[src/rtl/demod_stream_arbiter_pkg.sv]
// demod_arb_pkg: shared types and constants for the demodulator stream arbiter.
//   state_e  - arbiter FSM states
//   tag_t    - in-flight tag: drop flag (priming beat) plus channel id
//   wrap_add - modular channel-index add used for round-robin search
package demod_arb_pkg;

    typedef enum logic [1:0] {
        IDLE,
        PRIME,
        STREAM
    } state_e;

    typedef struct packed {
        logic       drop;
        logic [2:0] ch;
    } tag_t;

    localparam int unsigned ANGLE_MSB    = 31;
    localparam int unsigned ANGLE_LSB    = 16;
    localparam int unsigned CH_FIELD_LSB = 16;

    // (base + off) mod n, valid for base < n and off <= n.
    function automatic logic [2:0] wrap_add(input logic [2:0] base, input int unsigned off,
                                            input int unsigned n);
        int unsigned s;
        s = 32'(base) + off;
        if (s >= n) begin
            s = s - n;
        end
        return 3'(s);
    endfunction

endpackage

[src/rtl/demod_stream_arbiter_if.sv]
// demod_stream_arbiter_if: all stream signals around the arbiter.
//   ch_enable, s_axis_*   - per-channel CORDIC angle streams (packed N_CH lanes)
//   dm_axis_*             - beats issued to the demodulator
//   dr_axis_*             - results returned by the demodulator
//   m00_axis_*            - tagged results to the audio/DMA sink
//   err_underflow         - sticky result-without-tag flag
// slave is the arbiter's view; master is the surrounding environment.
interface demod_stream_arbiter_if #(
    parameter int unsigned N_CH = 4
);
    logic [N_CH-1:0]    ch_enable;
    logic [N_CH*32-1:0] s_axis_tdata;
    logic [N_CH-1:0]    s_axis_tvalid;
    logic [N_CH-1:0]    s_axis_tlast;
    logic [N_CH-1:0]    s_axis_tready;

    logic [31:0]        dm_axis_tdata;
    logic               dm_axis_tvalid;
    logic               dm_axis_tlast;
    logic               dm_axis_tready;

    logic [31:0]        dr_axis_tdata;
    logic               dr_axis_tvalid;
    logic               dr_axis_tlast;
    logic               dr_axis_tready;

    logic [31:0]        m00_axis_tdata;
    logic               m00_axis_tvalid;
    logic               m00_axis_tlast;
    logic               m00_axis_tready;

    logic               err_underflow;

    modport slave (
        input  ch_enable, s_axis_tdata, s_axis_tvalid, s_axis_tlast,
        output s_axis_tready,
        output dm_axis_tdata, dm_axis_tvalid, dm_axis_tlast,
        input  dm_axis_tready,
        input  dr_axis_tdata, dr_axis_tvalid, dr_axis_tlast,
        output dr_axis_tready,
        output m00_axis_tdata, m00_axis_tvalid, m00_axis_tlast,
        input  m00_axis_tready,
        output err_underflow
    );

    modport master (
        output ch_enable, s_axis_tdata, s_axis_tvalid, s_axis_tlast,
        input  s_axis_tready,
        input  dm_axis_tdata, dm_axis_tvalid, dm_axis_tlast,
        output dm_axis_tready,
        output dr_axis_tdata, dr_axis_tvalid, dr_axis_tlast,
        input  dr_axis_tready,
        input  m00_axis_tdata, m00_axis_tvalid, m00_axis_tlast,
        output m00_axis_tready,
        input  err_underflow
    );

endinterface

[src/rtl/demod_stream_arbiter_tag_fifo.sv]
// demod_tag_fifo: synchronous FIFO of tag_t entries tracking beats in flight
// through the demodulator.
//   clk, rst       - clock, asynchronous active-high reset (empties the FIFO)
//   push, push_tag - write request and data (ignored when full)
//   pop            - read request (ignored when empty)
//   head           - oldest entry
//   full, empty    - occupancy flags
module demod_tag_fifo
    import demod_arb_pkg::*;
#(
    parameter int unsigned DEPTH = 4
) (
    input  logic clk,
    input  logic rst,
    input  logic push,
    input  tag_t push_tag,
    input  logic pop,
    output tag_t head,
    output logic full,
    output logic empty
);

    localparam int unsigned AW = (DEPTH > 1) ? $clog2(DEPTH) : 1;

    tag_t          mem_q [DEPTH];
    logic [AW-1:0] wr_ptr_q;
    logic [AW-1:0] rd_ptr_q;
    logic [AW:0]   count_q;
    logic          do_push;
    logic          do_pop;

    assign full    = (count_q == (AW+1)'(DEPTH));
    assign empty   = (count_q == '0);
    assign do_push = push & ~full;
    assign do_pop  = pop & ~empty;
    assign head    = mem_q[rd_ptr_q];

    // DEPTH is a power of two, so the pointers wrap naturally.
    always_ff @(posedge clk or posedge rst) begin
        if (rst) begin
            wr_ptr_q <= '0;
            rd_ptr_q <= '0;
            count_q  <= '0;
            for (int i = 0; i < DEPTH; i++) begin
                mem_q[i] <= '0;
            end
        end else begin
            if (do_push) begin
                mem_q[wr_ptr_q] <= push_tag;
                wr_ptr_q        <= wr_ptr_q + AW'(1);
            end
            if (do_pop) begin
                rd_ptr_q <= rd_ptr_q + AW'(1);
            end
            if (do_push && !do_pop) begin
                count_q <= count_q + (AW+1)'(1);
            end else if (!do_push && do_pop) begin
                count_q <= count_q - (AW+1)'(1);
            end
        end
    end

endmodule

[src/rtl/demod_stream_arbiter.sv]
// demod_stream_arbiter: round-robin packet arbiter sharing one stateful FM
// demodulator between N_CH angle streams. On each channel switch a priming beat
// carrying the new channel's last angle is issued and its result discarded.
//   s00_axis_aclk   - clock
//   s00_axis_areset - asynchronous active-high reset
//   bus (slave)     - s_axis_* inputs, dm_axis_* to demodulator, dr_axis_* from
//                     demodulator, m00_axis_* tagged output, err_underflow
module demod_stream_arbiter
    import demod_arb_pkg::*;
#(
    parameter int unsigned N_CH      = 4,
    parameter int unsigned TAG_DEPTH = 4
) (
    input  logic                   s00_axis_aclk,
    input  logic                   s00_axis_areset,
    demod_stream_arbiter_if.slave  bus
);

    localparam int unsigned SEL_W = (N_CH > 1) ? $clog2(N_CH) : 1;

    state_e            state_q, state_d;
    logic [2:0]        ch_q, ch_d;
    logic [2:0]        rr_ptr_q, rr_ptr_d;
    logic [2:0]        last_ch_q, last_ch_d;
    logic [15:0]       last_angle_q [N_CH];
    logic              err_q, err_d;

    logic [SEL_W-1:0]  ch_sel;
    logic [31:0]       beat_data [N_CH];
    logic [N_CH-1:0]   cand;
    logic              found;
    logic [2:0]        winner;

    logic [N_CH-1:0]   s_tready;
    logic [31:0]       dm_tdata;
    logic              dm_tvalid;
    logic              dm_tlast;
    logic              angle_we;

    logic              tag_push;
    tag_t              tag_push_val;
    logic              tag_pop;
    tag_t              tag_head;
    logic              tag_full;
    logic              tag_empty;

    logic              dr_tready;
    logic              m00_tvalid;
    logic [31:0]       m00_tdata;
    logic              underflow;
    logic              unused_dr;

    assign ch_sel    = ch_q[SEL_W-1:0];
    assign unused_dr = ^bus.dr_axis_tdata[31:16];

    always_comb begin
        for (int i = 0; i < N_CH; i++) begin
            beat_data[i] = bus.s_axis_tdata[i*32 +: 32];
        end
    end

    // First enabled requester at or after rr_ptr, searching upward with wrap.
    always_comb begin
        cand   = bus.s_axis_tvalid & bus.ch_enable;
        found  = 1'b0;
        winner = '0;
        for (int i = 0; i < N_CH; i++) begin
            if (!found && cand[wrap_add(rr_ptr_q, i, N_CH)]) begin
                found  = 1'b1;
                winner = wrap_add(rr_ptr_q, i, N_CH);
            end
        end
    end

    always_comb begin
        state_d      = state_q;
        ch_d         = ch_q;
        rr_ptr_d     = rr_ptr_q;
        last_ch_d    = last_ch_q;
        s_tready     = '0;
        dm_tdata     = '0;
        dm_tvalid    = 1'b0;
        dm_tlast     = 1'b0;
        angle_we     = 1'b0;
        tag_push     = 1'b0;
        tag_push_val = '0;
        unique case (state_q)
            IDLE: begin
                if (found) begin
                    ch_d    = winner;
                    state_d = (winner == last_ch_q) ? STREAM : PRIME;
                end
            end
            PRIME: begin
                // Re-seed the demodulator's difference history with this channel's angle.
                dm_tdata  = {last_angle_q[ch_sel], 16'h0000};
                dm_tvalid = ~tag_full;
                if (dm_tvalid && bus.dm_axis_tready) begin
                    tag_push     = 1'b1;
                    tag_push_val = '{drop: 1'b1, ch: ch_q};
                    last_ch_d    = ch_q;
                    state_d      = STREAM;
                end
            end
            STREAM: begin
                dm_tdata         = beat_data[ch_sel];
                dm_tlast         = bus.s_axis_tlast[ch_sel];
                dm_tvalid        = bus.s_axis_tvalid[ch_sel] & ~tag_full;
                s_tready[ch_sel] = bus.dm_axis_tready & ~tag_full;
                if (bus.s_axis_tvalid[ch_sel] && s_tready[ch_sel]) begin
                    tag_push     = 1'b1;
                    tag_push_val = '{drop: 1'b0, ch: ch_q};
                    angle_we     = 1'b1;
                    last_ch_d    = ch_q;
                    if (bus.s_axis_tlast[ch_sel]) begin
                        rr_ptr_d = wrap_add(ch_q, 1, N_CH);
                        state_d  = IDLE;
                    end
                end
            end
            default: state_d = IDLE;
        endcase
    end

    always_ff @(posedge s00_axis_aclk or posedge s00_axis_areset) begin
        if (s00_axis_areset) begin
            state_q   <= IDLE;
            ch_q      <= '0;
            rr_ptr_q  <= '0;
            last_ch_q <= '0;
            err_q     <= 1'b0;
            for (int i = 0; i < N_CH; i++) begin
                last_angle_q[i] <= '0;
            end
        end else begin
            state_q   <= state_d;
            ch_q      <= ch_d;
            rr_ptr_q  <= rr_ptr_d;
            last_ch_q <= last_ch_d;
            err_q     <= err_d;
            if (angle_we) begin
                last_angle_q[ch_sel] <= beat_data[ch_sel][ANGLE_MSB:ANGLE_LSB];
            end
        end
    end

    // Result side: steered only by the tag at the FIFO head, independent of the FSM.
    always_comb begin
        dr_tready  = 1'b0;
        m00_tvalid = 1'b0;
        tag_pop    = 1'b0;
        underflow  = 1'b0;
        if (tag_empty) begin
            dr_tready = 1'b1;
            underflow = bus.dr_axis_tvalid;
        end else if (tag_head.drop) begin
            dr_tready = 1'b1;
            tag_pop   = bus.dr_axis_tvalid;
        end else begin
            dr_tready  = bus.m00_axis_tready;
            m00_tvalid = bus.dr_axis_tvalid;
            tag_pop    = bus.dr_axis_tvalid & bus.m00_axis_tready;
        end
        // Nothing handshakes while reset is held.
        if (s00_axis_areset) begin
            dr_tready  = 1'b0;
            m00_tvalid = 1'b0;
            tag_pop    = 1'b0;
            underflow  = 1'b0;
        end
    end

    always_comb begin
        m00_tdata                      = '0;
        m00_tdata[15:0]                = bus.dr_axis_tdata[15:0];
        m00_tdata[CH_FIELD_LSB +: 3]   = tag_head.ch;
    end

    assign err_d = err_q | underflow;

    demod_tag_fifo #(
        .DEPTH(TAG_DEPTH)
    ) u_tag_fifo (
        .clk      (s00_axis_aclk),
        .rst      (s00_axis_areset),
        .push     (tag_push),
        .push_tag (tag_push_val),
        .pop      (tag_pop),
        .head     (tag_head),
        .full     (tag_full),
        .empty    (tag_empty)
    );

    assign bus.s_axis_tready   = s_tready;
    assign bus.dm_axis_tdata   = dm_tdata;
    assign bus.dm_axis_tvalid  = dm_tvalid;
    assign bus.dm_axis_tlast   = dm_tlast;
    assign bus.dr_axis_tready  = dr_tready;
    assign bus.m00_axis_tdata  = m00_tdata;
    assign bus.m00_axis_tvalid = m00_tvalid;
    assign bus.m00_axis_tlast  = bus.dr_axis_tlast;
    assign bus.err_underflow   = err_q;

endmodule
[src/flat_wrapper.sv]
// flat-port wrapper written by rule: the top's interface ports become plain ports
module demod_stream_arbiter_flat import demod_arb_pkg::*;
#(
    parameter int unsigned N_CH      = 4,
    parameter int unsigned TAG_DEPTH = 4
)
  (s00_axis_aclk, s00_axis_areset, bus_ch_enable, bus_s_axis_tdata, bus_s_axis_tvalid, bus_s_axis_tlast, bus_s_axis_tready, bus_dm_axis_tdata, bus_dm_axis_tvalid, bus_dm_axis_tlast, bus_dm_axis_tready, bus_dr_axis_tdata, bus_dr_axis_tvalid, bus_dr_axis_tlast, bus_dr_axis_tready, bus_m00_axis_tdata, bus_m00_axis_tvalid, bus_m00_axis_tlast, bus_m00_axis_tready, bus_err_underflow);
  demod_stream_arbiter_if #(.N_CH(N_CH)) bus_i ();
  input  logic s00_axis_aclk;
  input  logic s00_axis_areset;
  input wire logic [$bits(bus_i.ch_enable)-1:0] bus_ch_enable;
  input wire logic [$bits(bus_i.s_axis_tdata)-1:0] bus_s_axis_tdata;
  input wire logic [$bits(bus_i.s_axis_tvalid)-1:0] bus_s_axis_tvalid;
  input wire logic [$bits(bus_i.s_axis_tlast)-1:0] bus_s_axis_tlast;
  output wire logic [$bits(bus_i.s_axis_tready)-1:0] bus_s_axis_tready;
  output wire logic [$bits(bus_i.dm_axis_tdata)-1:0] bus_dm_axis_tdata;
  output wire logic [$bits(bus_i.dm_axis_tvalid)-1:0] bus_dm_axis_tvalid;
  output wire logic [$bits(bus_i.dm_axis_tlast)-1:0] bus_dm_axis_tlast;
  input wire logic [$bits(bus_i.dm_axis_tready)-1:0] bus_dm_axis_tready;
  input wire logic [$bits(bus_i.dr_axis_tdata)-1:0] bus_dr_axis_tdata;
  input wire logic [$bits(bus_i.dr_axis_tvalid)-1:0] bus_dr_axis_tvalid;
  input wire logic [$bits(bus_i.dr_axis_tlast)-1:0] bus_dr_axis_tlast;
  output wire logic [$bits(bus_i.dr_axis_tready)-1:0] bus_dr_axis_tready;
  output wire logic [$bits(bus_i.m00_axis_tdata)-1:0] bus_m00_axis_tdata;
  output wire logic [$bits(bus_i.m00_axis_tvalid)-1:0] bus_m00_axis_tvalid;
  output wire logic [$bits(bus_i.m00_axis_tlast)-1:0] bus_m00_axis_tlast;
  input wire logic [$bits(bus_i.m00_axis_tready)-1:0] bus_m00_axis_tready;
  output wire logic [$bits(bus_i.err_underflow)-1:0] bus_err_underflow;
  assign bus_i.ch_enable = bus_ch_enable;
  assign bus_i.s_axis_tdata = bus_s_axis_tdata;
  assign bus_i.s_axis_tvalid = bus_s_axis_tvalid;
  assign bus_i.s_axis_tlast = bus_s_axis_tlast;
  assign bus_s_axis_tready = bus_i.s_axis_tready;
  assign bus_dm_axis_tdata = bus_i.dm_axis_tdata;
  assign bus_dm_axis_tvalid = bus_i.dm_axis_tvalid;
  assign bus_dm_axis_tlast = bus_i.dm_axis_tlast;
  assign bus_i.dm_axis_tready = bus_dm_axis_tready;
  assign bus_i.dr_axis_tdata = bus_dr_axis_tdata;
  assign bus_i.dr_axis_tvalid = bus_dr_axis_tvalid;
  assign bus_i.dr_axis_tlast = bus_dr_axis_tlast;
  assign bus_dr_axis_tready = bus_i.dr_axis_tready;
  assign bus_m00_axis_tdata = bus_i.m00_axis_tdata;
  assign bus_m00_axis_tvalid = bus_i.m00_axis_tvalid;
  assign bus_m00_axis_tlast = bus_i.m00_axis_tlast;
  assign bus_i.m00_axis_tready = bus_m00_axis_tready;
  assign bus_err_underflow = bus_i.err_underflow;
  demod_stream_arbiter #(.N_CH(N_CH), .TAG_DEPTH(TAG_DEPTH)) u_core (.s00_axis_aclk(s00_axis_aclk), .s00_axis_areset(s00_axis_areset), .bus(bus_i));
endmodule
[config.mk]
export PLATFORM = sky130hd
export DESIGN_NAME = demod_stream_arbiter_flat
export DESIGN_NICKNAME = d
export VERILOG_FILES = /design/src/rtl/demod_stream_arbiter_pkg.sv /design/src/rtl/demod_stream_arbiter_if.sv /design/src/rtl/demod_stream_arbiter_tag_fifo.sv /design/src/rtl/demod_stream_arbiter.sv /design/src/flat_wrapper.sv
export SDC_FILE = /design/constraint.sdc
export NUM_CORES = 1
export LEC_CHECK = 0
export BUFFER_PORTS_ARGS = -buffer_cell sky130_fd_sc_hd__clkbuf_2
export CELL_PAD_IN_SITES_DETAIL_PLACEMENT = 1
export CELL_PAD_IN_SITES_GLOBAL_PLACEMENT = 1
export CORE_MARGIN = 2
export CORE_UTILIZATION = 38
export CTS_CLUSTER_SIZE = 40
export DETAILED_ROUTE_END_ITERATION = 8
export HOLD_SLACK_MARGIN = 0.1
export PLACE_DENSITY = 0.91
export REMOVE_ABC_BUFFERS = 1
export SLEW_MARGIN = 20
export SYNTH_ARGS = -nofsm -noshare
export SYNTH_HDL_FRONTEND = slang
export SYNTH_SLANG_ARGS = --single-unit
export TNS_END_PERCENT = 50
[constraint.sdc]
create_clock -name s00_axis_aclk -period 4.8 [get_ports s00_axis_aclk]
set_input_delay 0.24 -clock s00_axis_aclk [delete_from_list [all_inputs] [get_ports s00_axis_aclk]]
set_output_delay 0.24 -clock s00_axis_aclk [all_outputs]
set_load 0.01 [all_outputs]
Yosys cells after proc, flatten, opt, wreduce, memory -nomap -nowiden --
Index checks and enable logic that the tools add are counted.
Word-level totals: output and inout port bits 74, logic and storage cells 170, flip-flop bits (word level) 99, input port bits 178
Cells by class: magnitude comparators 16, bitwise logic cells 13, equal/unequal tests 8, reductions and logical operators 23, add/subtract/negate cells 13, muxes and demuxes 77
Operator list (number):
- $bmux W32 S2 | 1
- $bwmux W64 | 1
- $mux W32 | 2
- $pmux W32 S2 | 1
- $mux W16 | 3
- $mux W3 | 14
- $bmux W16 S2 | 1
- $demux W16 S2 | 1
- $mux W1 | 27
- $mux W4 | 5
- $bwmux W16 | 1
- $ge A4 B3 Y1 const B | 4
- $sub A3 B3 Y3 const B | 5
- $bmux W1 S2 | 7
- $ge A3 B3 Y1 const B | 4
- $lt A3 B3 Y1 const B | 4
- $logic_and A1 B1 Y1 | 10
- $mux W2 | 5
- $not A2 Y3 | 3
- $add A3 B1 Y4 const B | 2
- $add A3 B2 Y4 const B | 2
- $and A4 B4 Y4 | 2
- $bmux W4 S2 | 1
- $demux W4 S2 | 1
- other kinds (26) | 43

Longest topological paths before layout --
word-level depth 18, mapped depth 16, depth with buffers taken out 11

Hierarchy --
A second synthesis with hierarchy kept.
Second synthesis, totals: cells, all modules 501, area, all modules 6452.4 sq um
Modules (own cells, without submodules):
- demod_stream_arbiter | seq. area each 1901.8 sq um, area each 5352.6 sq um, times used 1, cells an instance 425
- demod_tag_fifo | seq. area each 575.6 sq um, area each 1099.8 sq um, times used 1, cells an instance 76

Worst setup path after synthesis --
OpenSTA, ideal clock, no wires.
kind register -> register, start register u_core.ch_q[0], end register u_core.u_tag_fifo.count_q[1], buffers on the path 5, path slack 1001 ps, required time 4675 ps, stages on the path, launching flop included 15, data arrival time 3674 ps, library setup time 125 ps, clock period less this slack 3799 ps, cell sequence dfrtp_1 > buf_4 > buf_2 > buf_2 > clkbuf_1 > inv_1 > ha_1 > mux4_2 > and4_1 > a31o_2 > buf_2 > ha_1 > inv_1 > fa_1 > mux2_2
Between the ends: cells in the longest elaborated chain, start to end 14, elaborated cells on any way between the ends 19, classes of those cells 2 x order compare; 9 x mux; 2 x bitwise; 6 x reduce/logical
RTL lines:
- from (decl) | line demod_stream_arbiter.sv:22 | logic [2:0] ch_q, ch_d;
- from (signal assigned) | line demod_stream_arbiter.sv:137 | ch_q <= ch_d;
- $lt A2 B3 Y1 (implied by the code) / $ge A2 B1 Y1 (equally long branches) | line demod_stream_arbiter.sv:109 | s_tready[ch_sel] = bus.dm_axis_tready & ~tag_full;
- $logic_and A1 B1 Y1 (implied by the code) | line demod_stream_arbiter.sv:109
- $mux W1 (implied by the code) | line demod_stream_arbiter.sv:109
- $demux W1 S2
- $and A4 B4 Y4 (no source line)
- $bmux W1 S2 | line demod_stream_arbiter.sv:110 | if (bus.s_axis_tvalid[ch_sel] && s_tready[ch_sel]) begin
- $mux W1 (implied by the code) | line demod_stream_arbiter.sv:110
- $logic_and A1 B1 Y1 * | line demod_stream_arbiter.sv:110
- $mux W1 * | line demod_stream_arbiter.sv:110
- $pmux W1 S2 * | line demod_stream_arbiter.sv:87 | unique case (state_q)
- $and A1 B1 Y1 * | line demod_stream_arbiter_tag_fifo.sv:34 | assign do_push = push & ~full;
- net u_core.u_tag_fifo.do_push | line demod_stream_arbiter_tag_fifo.sv:29 | logic do_push;
- $logic_not A1 Y1 | line demod_stream_arbiter_tag_fifo.sv:57 | end else if (!do_push && do_pop) begin
- $logic_and A1 B1 Y1 | line demod_stream_arbiter_tag_fifo.sv:57
- $reduce_bool A2 Y1 (no source line)
- to (signal assigned) | line demod_stream_arbiter_tag_fifo.sv:56 | count_q <= count_q + (AW+1)'(1);
- to (signal assigned) | line demod_stream_arbiter_tag_fifo.sv:58 | count_q <= count_q - (AW+1)'(1);
- to (decl) | line demod_stream_arbiter_tag_fifo.sv:28 | logic [AW:0] count_q;
The timed path passes the listed nets; every way through them passes the cells marked *. The select of a mux whose other input is x is not followed. A chain may end at the register's enable or synchronous reset.

Worst setup path in the final report --
start register u_core.ch_q[1], end register u_core.u_tag_fifo.count_q[2]
Between the ends: cells in the longest elaborated chain, start to end 14, elaborated cells on any way between the ends 19, classes of those cells 2 x order compare; 9 x mux; 2 x bitwise; 6 x reduce/logical
RTL lines (line):
- $lt A2 B3 Y1 (implied by the code) / $ge A2 B1 Y1 (equally long branches) | demod_stream_arbiter.sv:109
- $logic_and A1 B1 Y1 (implied by the code) | demod_stream_arbiter.sv:109
- $mux W1 (implied by the code) | demod_stream_arbiter.sv:109
- $demux W1 S2
- $and A4 B4 Y4 (no source line)
- $bmux W1 S2 | demod_stream_arbiter.sv:110
- $mux W1 (implied by the code) | demod_stream_arbiter.sv:110
- $logic_and A1 B1 Y1 * | demod_stream_arbiter.sv:110
- $mux W1 * | demod_stream_arbiter.sv:110
- $pmux W1 S2 * | demod_stream_arbiter.sv:87
- $and A1 B1 Y1 * | demod_stream_arbiter_tag_fifo.sv:34
- $logic_not A1 Y1 | demod_stream_arbiter_tag_fifo.sv:57
- $logic_and A1 B1 Y1 | demod_stream_arbiter_tag_fifo.sv:57
- $reduce_bool A2 Y1 (no source line)
Every way passes the cells marked *; elsewhere a longest branch is shown, timed or not. The select of a mux whose other input is x is not followed.

==> summary.md <==
| Metric | Value |
|---|---|
| RSZ-0062 raised after global routing | no |
| Internal Power | 2.57 mW |
| Full die area | 17600 µm² |
| # port buffers | 188 |
| Nets | 821 |
| CP arrival | 3.84 ns |
| Hold_sp | bus_dr_axis_tvalid |
| Distinct cells, synth | 49 |
| Setup violations, final | 0 |
| Worst Max-Slew Pin Slew | 0.920 ns |
| Syn Inst Count | 469 |
| CTS tree | built |
| Pwr dens | 546 nW/µm² |
| Sequential group share of total power | 35.3% |
| Deepest clock path buffer count | 2 |
| Critical path fanouts, max | 26 |
| Commonest cells after routing, fill and taps aside | clkbuf_2 (188), dfrtp_1 (97), mux2_2 (83) |
| CTS Buf Count | 9 |
| Status | complete, no violations |
| Antenna viol nets, final | 0 |
| DR vias/cell | 5.48 |
| Crit share post-route | 74.3% |
| First-pass GRT wire length | 27700 µm |
| Psw | 1.56 mW |
| DR WL/cell | 20.2 µm |
| Root Buffer | clkbuf_16 |
| Initial antenna violation count | 0 |
| Syn-to-layout area delta | 20.3% |
| Switching part of the total | 37.8% |
| Clock latency on the worst-skew pair | 0.35 ns |
| PnR worst setup slack | 1.23 ns |
| H-tree depth | 3 |
| CTS sink count | 99 |
| CP Capture Type | flip-flop |
| Max-slew violations | 0 |
| Clock Power Share | 18.2% |
| DRC viols | 0 |
| FF+latch count, synth | 99 |
| Synthesized cell area | 6280 µm² |
| Fin util | 46.2% |
| Worst vdd ir | 277 µV |
| Maximum number of pins on one net before global-route repair | 74 |
| Starting DRT DRC Count | 130 |
| Rel. slew slack | 38.7% |
| Crit path launch type | flip-flop |
| PostCTS Resize Cnt | 0 |
| Proportion of power drawn by combinational gates | 46.5% |
| Inserted Diodes | 0 |
| Starting Density | 38.4% |
| Reg2reg start | u_core.ch_q[1] |
| Commonest non-fill, non-tap cell in the layout | clkbuf_2 |
| Chip Height | 133 µm |
| Die W | 133 µm |
| Hold Fails Final Rpt | 0 |
| CP startpoint | u_core.ch_q[1] |
| Tmin final | 3.57 ns |
| Vias in the first global route | 5270 |
| Max Cap Viol | 0 |
| Post-route cell area | 7550 µm² |
| Placer Congestion | 0.865 |
| Sequential area share after synthesis | 39.4% |
| Post-Route WL | 17300 µm |
| Share of post-route cells with drive strength above 1 | 57.8% |
| CTS clock-pin slew for the worst setup and hold paths | 0.07 ns |
| Clock Skew | 0.00678 ns |
| Worst Path Required | 5.08 ns |
| Post-synth EDFFs | 0 |
| Ys async rst share | 100% |
| Critical Path Max Stage Delay | 0.68 ns |
| I/O Pins | 252 |
| Drt pass-1 iters | 6 |
| Hold crit path type | primary input to flip-flop |
| Worst setup path class | flip-flop to flip-flop |
| FP Rows | 47 |
| CP max-delay cell | dfrtp_2 |
| Dpl ws | 1.22 ns |
| CORE AREA | 16300 µm² |
| Placement Cell Area | 7230 µm² |
| Total global-route track usage | 20.2% |
| CP Cell Sequence | buf_4 -> ha_1 -> mux4_2 -> and4_1 -> a31o_2 -> ha_1 -> inv_1 -> fa_1 -> xor2_1 -> nor2_1 -> xor2_1 |
| Warnings, synthesis | 0 |
| Predominant post-synthesis flop cell | dfrtp_1 |
| Highest clock rate | 280 MHz |
| Fin Hold WS | 0.299 ns |
| DR vias | 4673 |
| Hpwl dp | 12800 µm |
| Leakage | 3.67 nW |
| Mapped Avg Cell Area | 13.4 µm² |
| Overflow after GRT | 0 |
| Setup TNS | 0 ns |
## routing by layer
metal | GRT usage [%] | up-vias | wire, µm
met4 | 7.83 | 0 | 384
li1 | - | 2048 | -
met2 | 36.6 | 220 | 9220
met1 | 22.5 | 2376 | 6420
met3 | 5.36 | 29 | 1240
met5 | 0.833 | - | 0
## cells in the mapped netlist, types with 3 or more instances
cell / count / area share (%)
dfrtp_1: 99 / 39
mux2_2: 83 / 15
mux4_2: 58 / 21
buf_4: 35 / 4.2
and2_1: 25 / 2.5
nand2_1: 21 / 1.3
a32o_1: 16 / 2.5
clkbuf_1: 15 / 0.90
ha_1: 14 / 2.8
inv_1: 11 / 0.66
o21ai_0: 10 / 0.80
buf_2: 8 / 0.64
nand2_2: 8 / 0.80
and3_1: 6 / 0.60
xnor2_1: 6 / 0.84
a21boi_0: 5 / 0.60
nor2_1: 5 / 0.30
a21oi_1: 3 / 0.24
nand3_1: 3 / 0.24
xor2_1: 3 / 0.42
## power groups by stage
stage,Sequential (mW),Combinational [mW],Clock (mW)
after global placement,1.42,1.84,0
after detailed placement,1.47,1.94,0
final,1.46,1.92,0.752
after floorplan,1.44,1.33,0
after CTS,1.46,1.95,0.772
after global routing,1.51,2.10,0.799
## through the flow
step,power [mW],instances
2_1_floorplan,2.78,422
3_3_place_gp,3.26,836
3_5_place_dp,3.41,836
4_1_cts,4.18,853
5_1_grt,4.41,853
6_report,4.13,853
## logic make-up (layout without fill, tap and decap cells)
family / after synthesis / count (layout) / synth area share (%)
DFF: 99 / 99 / 39.4
buffers and inverters: 71 / 223 / 6.49
AOI/OAI and AO/OA: 47 / 47 / 6.02
muxes: 144 / 144 / 36.2
xor gates and xnor gates: 9 / 9 / 1.26
and+or+nand+nor: 83 / 83 / 7.45
other: 1 / 13 / 0.0597
adders and majority gates: 15 / 15 / 3.11
## worst max-delay path, delay by kind of cell, from the launching register on
kind            cells  cell delay [ns]
compound gates      1             0.30
xor+xnor            2             0.35
fa+ha+maj           3             0.99
buf+inv             2             0.53
flops               1             0.68
mux                 1             0.27
simple gates        2             0.34
## timing repair
action / in CTS / in global routing
endpoints found under the hold margin: 26 / 0
hold buffers: 1 / 0
setup buffers: 0 / 0
## sequential cells by signal, indices dropped and copies added, names as in the netlist
name / flops
u_core.bus.err_underflow: 1
u_core.ch_q: 3
u_core.last_angle_q: 64
u_core.last_ch_q: 3
u_core.rr_ptr_q: 3
u_core.state_q: 2
u_core.u_tag_fifo.count_q: 3
u_core.u_tag_fifo.mem_q: 16
u_core.u_tag_fifo.rd_ptr_q: 2
u_core.u_tag_fifo.wr_ptr_q: 2
## worst paths after layout
check,to,slack [ns],depth (start not counted)
max in group asynchronous,u_core.last_angle_q[50],3.12,4
min in group asynchronous,u_core.u_tag_fifo.count_q[0],0.43,3
min,u_core.bus.err_underflow,0.30,3
max reg2reg,u_core.u_tag_fifo.count_q[2],1.23,11
max,u_core.u_tag_fifo.count_q[2],1.23,11
min reg2reg,u_core.bus.err_underflow,0.48,1
## cell type report
class	count	area, µm²
fill	1745	8790
multi-input combinational	311	3440
sequential	99	2480
timing repair buffer	195	996
tap	220	275
clock buffer	10	239
clock inverter	6	72.6
inverter	12	47.5
No activity file was read; power rests on OpenSTA's default activity.
